==> src/rtl/reg_main_multi_pkg.sv <==
`default_nettype none
// ============================================================================
// Module      : reg_main_multi_pkg
// Description : Shared address map, status bit positions and pulse FSM state
//               encoding for the reg_main_multi register block.
// Revision    : 1.0 - initial release
// ============================================================================
package reg_main_multi_pkg;

   // Register address map
   localparam logic [7:0] REG_USE_PLL            = 8'h01;
   localparam logic [7:0] REG_TARGET_RESET_REG   = 8'h02;
   localparam logic [7:0] REG_TARGET_RESET_PULSE = 8'h03;
   localparam logic [7:0] REG_STATUS             = 8'h04;
   localparam logic [7:0] REG_ECHO               = 8'h05;
   localparam logic [7:0] REG_USER_BASE          = 8'h20;

   // Status register bit positions
   localparam int STATUS_BUSY_BIT    = 0;
   localparam int STATUS_PLL_BIT     = 1;
   localparam int STATUS_DROPPED_BIT = 2;

   // Pulse generator FSM encoding
   typedef enum logic [1:0] {
      PULSE_IDLE     = 2'd0,
      PULSE_ACTIVE   = 2'd1,
      PULSE_COOLDOWN = 2'd2
   } pulse_state_t;

   // Assemble the status byte from its individual flags
   function automatic logic [7:0] status_byte(input logic busy,
                                              input logic use_pll,
                                              input logic dropped);
      logic [7:0] s;
      s = 8'h00;
      s[STATUS_BUSY_BIT]    = busy;
      s[STATUS_PLL_BIT]     = use_pll;
      s[STATUS_DROPPED_BIT] = dropped;
      return s;
   endfunction

endpackage
`default_nettype wire

==> src/rtl/reg_pulse_gen.sv <==
`default_nettype none
// ============================================================================
// Module      : reg_pulse_gen
// Description : Programmable target-reset pulse generator. A request with a
//               non-zero length produces a pulse exactly len cycles wide,
//               followed by a fixed cooldown. Requests that arrive while the
//               generator is busy are discarded and latched in 'dropped'.
// Revision    : 1.0 - initial release
// ============================================================================
module reg_pulse_gen
   import reg_main_multi_pkg::*;
#(
   parameter int pPULSE_CNT_WIDTH = 16,
   parameter int pCOOLDOWN        = 4
) (
   input  logic                        usb_clk,
   input  logic                        reset,
   input  logic                        req,
   input  logic [pPULSE_CNT_WIDTH-1:0] len,
   input  logic                        clr_dropped,
   output logic                        pulse,
   output logic                        busy,
   output logic                        dropped
);

   localparam logic [pPULSE_CNT_WIDTH-1:0] CNT_ONE       = pPULSE_CNT_WIDTH'(1);
   localparam logic [pPULSE_CNT_WIDTH-1:0] COOLDOWN_LOAD = pPULSE_CNT_WIDTH'(pCOOLDOWN);

   pulse_state_t                  state_q, state_d;
   logic [pPULSE_CNT_WIDTH-1:0]   cnt_q, cnt_d;
   logic                          dropped_q, dropped_d;

   // State, counter and drop flag registers
   always_ff @(posedge usb_clk or posedge reset) begin
      if (reset) begin
         state_q   <= PULSE_IDLE;
         cnt_q     <= '0;
         dropped_q <= 1'b0;
      end else begin
         state_q   <= state_d;
         cnt_q     <= cnt_d;
         dropped_q <= dropped_d;
      end
   end

   // Next-state logic: the counter holds the remaining cycles of the current phase
   always_comb begin
      state_d   = state_q;
      cnt_d     = cnt_q;
      dropped_d = dropped_q;
      case (state_q)
         PULSE_IDLE: begin
            if (req && (len != '0)) begin
               state_d = PULSE_ACTIVE;
               cnt_d   = len;
            end
         end
         PULSE_ACTIVE: begin
            if (cnt_q == CNT_ONE) begin
               state_d = PULSE_COOLDOWN;
               cnt_d   = COOLDOWN_LOAD;
            end else begin
               cnt_d = cnt_q - CNT_ONE;
            end
         end
         PULSE_COOLDOWN: begin
            if (cnt_q == CNT_ONE) begin
               state_d = PULSE_IDLE;
               cnt_d   = '0;
            end else begin
               cnt_d = cnt_q - CNT_ONE;
            end
         end
         default: begin
            state_d = PULSE_IDLE;
            cnt_d   = '0;
         end
      endcase
      // A clear from a status read loses to a simultaneous new drop
      if (clr_dropped) begin
         dropped_d = 1'b0;
      end
      if (req && (state_q != PULSE_IDLE)) begin
         dropped_d = 1'b1;
      end
   end

   assign pulse   = (state_q == PULSE_ACTIVE);
   assign busy    = (state_q != PULSE_IDLE);
   assign dropped = dropped_q;

endmodule
`default_nettype wire

==> src/rtl/reg_main_multi.sv <==
`default_nettype none
// ============================================================================
// Module      : reg_main_multi
// Description : usb_clk-domain register block: PLL select, level and pulsed
//               target reset, status, and a bank of multi-byte user registers
//               that commit atomically when their top byte is written.
//               Optional feature macro: REG_MAIN_MULTI_ECHO_EN (adds a
//               pREG_BYTES-wide read/write scratch register at REG_ECHO).
// Revision    : 1.0 - initial release
// ============================================================================
module reg_main_multi
   import reg_main_multi_pkg::*;
#(
   parameter int pBYTECNT_SIZE    = 7,
   parameter int pREGISTERED_READ = 1,
   parameter int pNUM_REGS        = 4,
   parameter int pREG_BYTES       = 4,
   parameter int pPULSE_CNT_WIDTH = 16,
   parameter int pCOOLDOWN        = 4
) (
   input  logic                              usb_clk,
   input  logic                              reset,
   input  logic [7:0]                        reg_address,
   input  logic [pBYTECNT_SIZE-1:0]          reg_bytecnt,
   input  logic [7:0]                        write_data,
   input  logic                              reg_write,
   input  logic                              reg_read,
   output logic [7:0]                        read_data,
   output logic                              reg_use_pll,
   output logic                              target_reset,
   output logic                              pulse_busy,
   output logic [pNUM_REGS*pREG_BYTES*8-1:0] user_regs
);

   localparam int REG_W     = pREG_BYTES * 8;
   localparam int USER_W    = pNUM_REGS * REG_W;
   localparam int LAST_BYTE = pREG_BYTES - 1;

   // Register state
   logic              use_pll_q, use_pll_d;
   logic              tr_level_q, tr_level_d;
   logic [7:0]        len_lo_q, len_lo_d;
   logic [USER_W-1:0] shadow_q, shadow_d;
   logic [USER_W-1:0] user_q, user_d;

   // Address decode
   int                user_idx;
   int                byte_idx;
   logic              user_hit;
   logic              byte_ok;
   logic              byte0;

   // Pulse generator interface
   logic                        pulse_req;
   logic [15:0]                 pulse_len_raw;
   logic [pPULSE_CNT_WIDTH-1:0] pulse_len;
   logic                        clr_dropped;
   logic                        pulse_active;
   logic                        busy;
   logic                        dropped;

   logic [7:0]        echo_byte;
   logic [7:0]        rd_d;

   // Decode the bus address into user-register index and byte-range checks
   always_comb begin
      byte_idx = int'(reg_bytecnt);
      user_idx = int'(reg_address) - int'(REG_USER_BASE);
      user_hit = (reg_address >= REG_USER_BASE) && (user_idx < pNUM_REGS);
      byte_ok  = (byte_idx < pREG_BYTES);
      byte0    = (byte_idx == 0);
   end

   // Write decode; writing the top byte of a user register commits its whole shadow
   always_comb begin
      use_pll_d  = use_pll_q;
      tr_level_d = tr_level_q;
      len_lo_d   = len_lo_q;
      shadow_d   = shadow_q;
      user_d     = user_q;
      if (reg_write) begin
         if ((reg_address == REG_USE_PLL) && byte0) begin
            use_pll_d = write_data[0];
         end
         if ((reg_address == REG_TARGET_RESET_REG) && byte0) begin
            tr_level_d = write_data[0];
         end
         if ((reg_address == REG_TARGET_RESET_PULSE) && byte0) begin
            len_lo_d = write_data;
         end
         if (user_hit && byte_ok) begin
            shadow_d[user_idx*REG_W + byte_idx*8 +: 8] = write_data;
            if (byte_idx == LAST_BYTE) begin
               user_d[user_idx*REG_W +: REG_W] = shadow_d[user_idx*REG_W +: REG_W];
            end
         end
      end
   end

   // Control and user register storage
   always_ff @(posedge usb_clk or posedge reset) begin
      if (reset) begin
         use_pll_q  <= 1'b1;
         tr_level_q <= 1'b0;
         len_lo_q   <= 8'h00;
         shadow_q   <= '0;
         user_q     <= '0;
      end else begin
         use_pll_q  <= use_pll_d;
         tr_level_q <= tr_level_d;
         len_lo_q   <= len_lo_d;
         shadow_q   <= shadow_d;
         user_q     <= user_d;
      end
   end

   // Writing the pulse MSB byte launches the request with the stored LSB byte
   always_comb begin
      pulse_req     = reg_write && (reg_address == REG_TARGET_RESET_PULSE) && (byte_idx == 1);
      pulse_len_raw = {write_data, len_lo_q};
      pulse_len     = pPULSE_CNT_WIDTH'(pulse_len_raw);
      clr_dropped   = reg_read && (reg_address == REG_STATUS) && byte0;
   end

   reg_pulse_gen #(
      .pPULSE_CNT_WIDTH (pPULSE_CNT_WIDTH),
      .pCOOLDOWN        (pCOOLDOWN)
   ) u_pulse_gen (
      .usb_clk     (usb_clk),
      .reset       (reset),
      .req         (pulse_req),
      .len         (pulse_len),
      .clr_dropped (clr_dropped),
      .pulse       (pulse_active),
      .busy        (busy),
      .dropped     (dropped)
   );

`ifdef REG_MAIN_MULTI_ECHO_EN
   logic [REG_W-1:0] echo_q, echo_d;

   // Scratch register: byte writes land directly, no commit stage
   always_comb begin
      echo_d = echo_q;
      if (reg_write && (reg_address == REG_ECHO) && byte_ok) begin
         echo_d[byte_idx*8 +: 8] = write_data;
      end
      echo_byte = byte_ok ? echo_q[byte_idx*8 +: 8] : 8'h00;
   end

   // Scratch register storage
   always_ff @(posedge usb_clk or posedge reset) begin
      if (reset) begin
         echo_q <= '0;
      end else begin
         echo_q <= echo_d;
      end
   end
`else
   assign echo_byte = 8'h00;
`endif

   // Readback mux; user registers always return the committed value
   always_comb begin
      rd_d = 8'h00;
      if (reg_read) begin
         if (user_hit) begin
            if (byte_ok) begin
               rd_d = user_q[user_idx*REG_W + byte_idx*8 +: 8];
            end
         end else begin
            case (reg_address)
               REG_USE_PLL:          if (byte0) rd_d = {7'b0, use_pll_q};
               REG_TARGET_RESET_REG: if (byte0) rd_d = {7'b0, tr_level_q};
               REG_STATUS:           if (byte0) rd_d = status_byte(busy, use_pll_q, dropped);
               REG_ECHO:             rd_d = echo_byte;
               default:              rd_d = 8'h00;
            endcase
         end
      end
   end

   generate
      if (pREGISTERED_READ != 0) begin : g_rd_reg
         logic [7:0] read_data_q;
         // Registered readback: data appears one cycle after the strobe
         always_ff @(posedge usb_clk or posedge reset) begin
            if (reset) begin
               read_data_q <= 8'h00;
            end else begin
               read_data_q <= rd_d;
            end
         end
         assign read_data = read_data_q;
      end else begin : g_rd_comb
         assign read_data = rd_d;
      end
   endgenerate

   // target_reset combines two flops, so it changes only just after a clock edge
   assign target_reset = tr_level_q | pulse_active;
   assign reg_use_pll  = use_pll_q;
   assign pulse_busy   = busy;
   assign user_regs    = user_q;

endmodule
`default_nettype wire

==> config.mk <==
export PLATFORM = sky130hd
export DESIGN_NAME = reg_main_multi
export DESIGN_NICKNAME = d
export VERILOG_FILES = /design/src/rtl/reg_main_multi_pkg.sv /design/src/rtl/reg_pulse_gen.sv /design/src/rtl/reg_main_multi.sv
export SDC_FILE = /design/constraint.sdc
export NUM_CORES = 1
export LEC_CHECK = 0
export BUFFER_PORTS_ARGS = -buffer_cell sky130_fd_sc_hd__buf_2
export CORE_AREA = 2 2 177 179
export CTS_CLUSTER_SIZE = 30
export DETAILED_ROUTE_END_ITERATION = 6
export DIE_AREA = 0 0 179 181
export GPL_TIMING_DRIVEN = 1
export PLACE_DENSITY = 0.86
export SETUP_SLACK_MARGIN = 0.5
export SKIP_CTS_REPAIR_TIMING = 1
export SYNTH_ARGS = -nofsm -noshare
export SYNTH_HDL_FRONTEND = slang
export SYNTH_HIERARCHICAL = 1
export SYNTH_SLANG_ARGS = --single-unit
==> constraint.sdc <==
create_clock -name usb_clk -period 9.2 [get_ports usb_clk]
set_input_delay 2.3 -clock usb_clk [delete_from_list [all_inputs] [get_ports usb_clk]]
set_output_delay 2.3 -clock usb_clk [all_outputs]
set_load 0.01 [all_outputs]
Word-level counts from Yosys, hierarchy flattened
Cells that the tools add are included.
{"block": "word_totals", "reg_bits": 293, "wordCells": 77, "output_inout_bits": 139, "input_bits": 27}
{"block": "classes", "magnitude_cmp": 3, "n_reduce_logical": 22, "bitwise_logic": 1, "n_eq_ne": 12, "n_mux": 19, "addsub": 5, "shifts": 6}
{"operator": "128-bit bitwise mux", "count": 2}
{"operator": "32-bit by 33-bit variable shift with 128-bit output, first input constant", "count": 1}
{"operator": "8-bit by 33-bit variable shift with 128-bit output, first input constant", "count": 1}
{"operator": "128-bit by 14-bit indexed part select with 32-bit output", "count": 1}
{"operator": "128-bit by 15-bit indexed part select with 8-bit output", "count": 1}
{"operator": "32-bit by 33-bit indexed part select with 128-bit output", "count": 1}
{"operator": "8-bit by 33-bit indexed part select with 128-bit output", "count": 1}
{"operator": "16-bit 2-to-1 mux", "count": 3}
{"operator": "16-bit one-hot mux with 3 select lines", "count": 1}
{"operator": "14-bit negation with 33-bit output", "count": 1}
{"operator": "15-bit negation with 33-bit output", "count": 1}
{"operator": "8-bit 2-to-1 mux", "count": 3}
{"operator": "8-bit one-hot mux with 3 select lines", "count": 1}
{"operator": "16-bit by 1-bit equality test with 1-bit output, second input constant", "count": 1}
{"operator": "8-bit by 2-bit equality test with 1-bit output, second input constant", "count": 2}
{"operator": "16-bit nonzero test", "count": 1}
{"operator": "16-bit by 1-bit subtractor with 16-bit output, second input constant", "count": 1}
{"operator": "14-bit by 11-bit adder with 15-bit output", "count": 1}
{"operator": "1-bit logical AND", "count": 11}
{"operator": "9-bit by 4-bit < comparator with 1-bit output, second input constant", "count": 1}
{"operator": "8-bit by 6-bit subtractor with 9-bit output, second input constant", "count": 1}
{"operator": "8-bit by 1-bit equality test with 1-bit output, second input constant", "count": 1}
{"operator": "8-bit by 3-bit equality test with 1-bit output, second input constant", "count": 1}
{"operator": "8-bit by 6-bit >= comparator with 1-bit output, second input constant", "count": 1}
{"operator": "other kinds (16)", "count": 28}

Longest topological paths before layout
{"block": "logic_depth", "word_depth": 8, "depth_mapped": 25}

Hierarchy
The synthesis kept the hierarchy.
{"module": "reg_main_multi", "area_each_um2": 14918.1, "cells_per_inst": 1535, "instances": 1, "seq_area_each_um2": 6857.8}
{"module": "reg_pulse_gen", "area_each_um2": 1353.8, "cells_per_inst": 158, "instances": 1, "seq_area_each_um2": 475.5}

Worst setup path before layout
OpenSTA, ideal clock, no wires.
{"block": "synth_path", "kind": "input-to-reg", "start": "input reg_address[0]", "end": "register user_q[120], in the netlist user_regs[120]", "t_arrival_ns": 6.918, "t_required_ns": 9.075, "cell_stages": 16, "setup_ns": 0.125, "setup_slack_ns": 2.157, "path_buffers": 5, "cell_sequence": "clkbuf_1 > inv_1 > clkbuf_1 > clkbuf_1 > ha_1 > clkbuf_1 > and4_1 > nand2_1 > ha_1 > or4b_2 > or4_1 > nor4_1 > nand3_1 > nor3_2 > clkbuf_1 > mux2_2"}
{"block": "synth_via", "elab_chain_len": 8, "elab_cells_between_ends": 16, "classes_between": "4 x add/sub; 2 x order compare; 5 x shift; 2 x mux; 3 x reduce/logical"}
{"element": "start, declared", "line_no": "reg_main_multi.sv:23", "rtl": "input logic [7:0] reg_address,"}
{"element": "8-bit by 6-bit subtractor with 9-bit output", "line_no": "reg_main_multi.sv:68", "rtl": "user_idx = int'(reg_address) - int'(REG_USER_BASE);"}
{"element": "14-bit by 11-bit adder with 15-bit output", "line_no": "reg_main_multi.sv:92", "rtl": "shadow_d[user_idx*REG_W + byte_idx*8 +: 8] = write_data;"}
{"element": "15-bit negation with 33-bit output", "line_no": "reg_main_multi.sv:92"}
{"element": "8-bit by 33-bit indexed part select with 128-bit output / 8-bit by 33-bit variable shift with 128-bit output (equally long branches)", "line_no": "reg_main_multi.sv:92"}
{"element": "128-bit bitwise mux", "line_no": "reg_main_multi.sv:92"}
{"element": "128-bit by 14-bit indexed part select with 32-bit output", "line_no": "reg_main_multi.sv:94", "rtl": "user_d[user_idx*REG_W +: REG_W] = shadow_d[user_idx*REG_W +: REG_W];"}
{"element": "32-bit by 33-bit indexed part select with 128-bit output", "line_no": "reg_main_multi.sv:94"}
{"element": "128-bit bitwise mux", "line_no": "reg_main_multi.sv:94"}
{"element": "end signal, assigned", "line_no": "reg_main_multi.sv:113", "rtl": "user_q <= user_d;"}
{"element": "end, declared", "line_no": "reg_main_multi.sv:44", "rtl": "logic [USER_W-1:0] user_q, user_d;"}
Parallel ways exist; a longest one is shown, timed or not.
A chain may end at the register's enable or synchronous reset.

Worst setup path after layout
{"block": "layout_path", "start": "input reg_address[0]", "end": "register user_q[63], in the netlist user_regs[63]"}
Same word-level chain as after synthesis.

==> results.md <==
- Status: finished with violations
- Failing checks: design-rule violations
- Mapped cell area: 0.0163 mm²
- Port bufs: 165
- WL final: 61,000 µm
- Clock root buffer: clkbuf_16
- Non-filler instance count after layout: 2,226
- Drt pass-1 iters: 7
- Hold Path End: shadow_q[75]
- PnR worst setup slack: 1.33 ns
- Die width: 179 µm
- Pin count of the biggest net entering global routing: 73
- Seq/Total Area, Yosys: 45.1%
- Crit start category: primary input
- Final min period: 7.87 ns
- Cells after DPL: 2,168
- Via count: 15,200
- Unrepaired setup endpoints after global routing: false
- Setup Viol. Count Final: 0
- Worst-Skew Late Latency: 0.59 ns
- DRC Markers: 16
- Yosys warns: 6
- Clock buffer depth: 3
- Main synth FF type: dfrtp_1
- Final clock skew: 0.0200 ns
- Hold Path Depth: 2
- Syn Area/Cell: 9.61 µm²
- Pre-CTS setup slack: 0.966 ns
- Final RePlAce weighted congestion: 1.07
- Min-delay src: shadow_q[75]
- Tot GR Track Use: 37.9%
- Number of global-route vias before repair: 14,800
- Seq cells post-synth: 293
- Clock-pin slew on the worst setup and hold paths: 0.07 ns
- Hold Fails Final Rpt: 0
- Mapped Nets: 1,747
- Die height: 181 µm
- CP endpoint kind: flip-flop
- CP Max Fanout: 21
- Die Area: 0.0324 mm²
- Avg Vias per Cell: 6.83
- Ports: 166
- Wire length per cell: 27.4 µm
- Top-count cell post-synth: nand2_1
- Critical Path RT: 9.71 ns
- Critical path arrival: 8.38 ns
- Worst-margin pin slew: 1.43 ns
- CTS tree: done
- First-pass GRT wire length: 91,000 µm
- DR iter-0 viols: 2,267
- Synth top area share: 44.9%
- Antenna-violating nets left: 0
- GRT overflow: 0
- Clk sink count: 293
- Fin crit share: 85.5%
- CTS buffer count: 31
- Final core utilization: 60.9%
- Ant diodes: 0
- Leakage: 8.59 nW
- H-tree Lvls: 1
- TNS Setup: 0 ns
- Pwr Density: 162 mW/mm²
- Hold Crit Class: reg2reg
- # fillers: 2,476
- Max VDD drop: 0.141 mV
- Crit path kind: in2reg
- R2r setup slk: 6.66 ns
- Total of max-cap violations: 0
- Netlist cell types: 84
- Top post-synthesis cells by count: 320 x nand2_1, 292 x dfrtp_1, 220 x o21ai_0
- Layout cells sized above 1: 21.7%
- Synthesis-to-finish area growth: 13.6%
- DP HPWL: 43,400 µm
- Initial Util: 53.6%
- Row count: 64
- Initial antenna violation count: 2
- Asr flop ratio synth: 100%
- Max Clk Rate: 127 MHz
- Final nets: 1,859
- Slew Viols, Final: 0
- R2R cell count: 5
- Area leader, netlist: dfrtp_1
- Top post-synthesis cells by area: dfrtp_1 45%, nand2_1 7.4%, o21ai_0 6.8%
- Core ar.: 0.0303 mm²
- Slew HR: 3.90%
- Gate Count Post-Synth: 1,693
- FF-to-FF Start: len_lo_q[5]
- Reg2Reg Capture Point: u_pulse_gen/cnt_q[7]
- Number of synthesized flops with an enable pin: 0
[power by group]
group / switching (mW) / internal [mW] / leakage, nW
clock network: 0.558 / 0.862 / 0.567
logic: 0.216 / 0.0709 / 3.98
registers: 0.00179 / 1.29 / 4.04
total: 0.775 / 2.22 / 8.59
[cells in the final DEF, fill, tap and decap left out, types with 14 or more instances in the layout]
cell type / n
nor2b_1: 14
ha_1: 26
nand3_1: 27
clkbuf_16: 31
inv_1: 32
o21ai_0: 220
nor3_1: 30
dfrtp_1: 292
mux2_2: 63
buf_2: 165
a211oi_1: 16
nand4_1: 14
a21oi_1: 42
mux2i_1: 63
nand2_1: 320
nor2_1: 116
mux4_2: 46
or3_1: 15
buf_4: 22
[through the flow]
stage	area (µm²)	hold slack (ns)	power, mW
floorplan	16300	0.441	1.50
global placement	17300	0.457	1.59
detailed placement	17300	0.465	1.59
CTS	18500	0.480	2.98
global route	18500	0.503	3.06
finish	18500	0.481	3.00
[layout make-up]
class                      count  area (µm²)  share of cell area, %
clock buffer                  39         866                   4.69
clock inverter                19         287                   1.55
timing repair buffer         187         991                   5.36
tap                          396         495                   2.68
sequential                   293        7330                   39.7
multi-input combinational   1256        8370                   45.3
inverter                      36         139                  0.752
[flip-flops by register name (all words and copies together) (netlist names)]
name and cells:
reg_use_pll 1, tr_level_q 1, u_pulse_gen/dropped 1, len_lo_q 8, read_data 8, u_pulse_gen/state_q 2
u_pulse_gen/cnt_q 16, shadow_q 128, user_regs 128
[worst max-delay path by stage]
stage                     cells after the start              to  slack (ns)           start
after detailed placement                     15  user_regs[121]        0.97  reg_address[0]
after floorplan                              16  user_regs[120]        2.16  reg_address[0]
after global placement                       15   user_regs[57]        0.99  reg_address[0]
after CTS                                    15   user_regs[63]        1.53  reg_address[0]
final                                        15   user_regs[63]        1.33  reg_address[0]
after global routing                         15   user_regs[30]        1.13  reg_address[0]
[worst max-delay path: stages]
cell and delay [ns]:
buf_2 0.11, ha_1 0.21, fa_1 0.82, nor4_2 0.54, nand2_1 0.17, or4_1 0.56
ha_1 0.32, nand4b_1 0.12, o41ai_2 0.92, o211a_1 0.51, nand4b_1 0.68, mux2i_1 0.28
mux2_2 0.30, a21oi_1 0.32, mux2_2 0.22
[per-layer routing]
| layer | global-route usage [%] | share of wire (%) |
|---|---|---|
| met3 | 16.0 | 16 |
| met1 | 48.6 | 35 |
| met4 | 18.4 | 6.3 |
| met2 | 55.0 | 43 |
| met5 | 0 | 0.049 |
[cell families (layout without fill, tap and decap cells)]
family          after synthesis  count (layout)  share of synthesized area [%]
fa+ha+maj                    27              27                           2.12
mux                         172             172                           14.6
compound gates              401             401                           15.2
xor+xnor                     17              17                           1.10
simple gates                639             639                           18.4
flops                       293             293                           45.1
buf+inv                     144             281                           3.56
No activity file was read; power rests on OpenSTA's default activity.
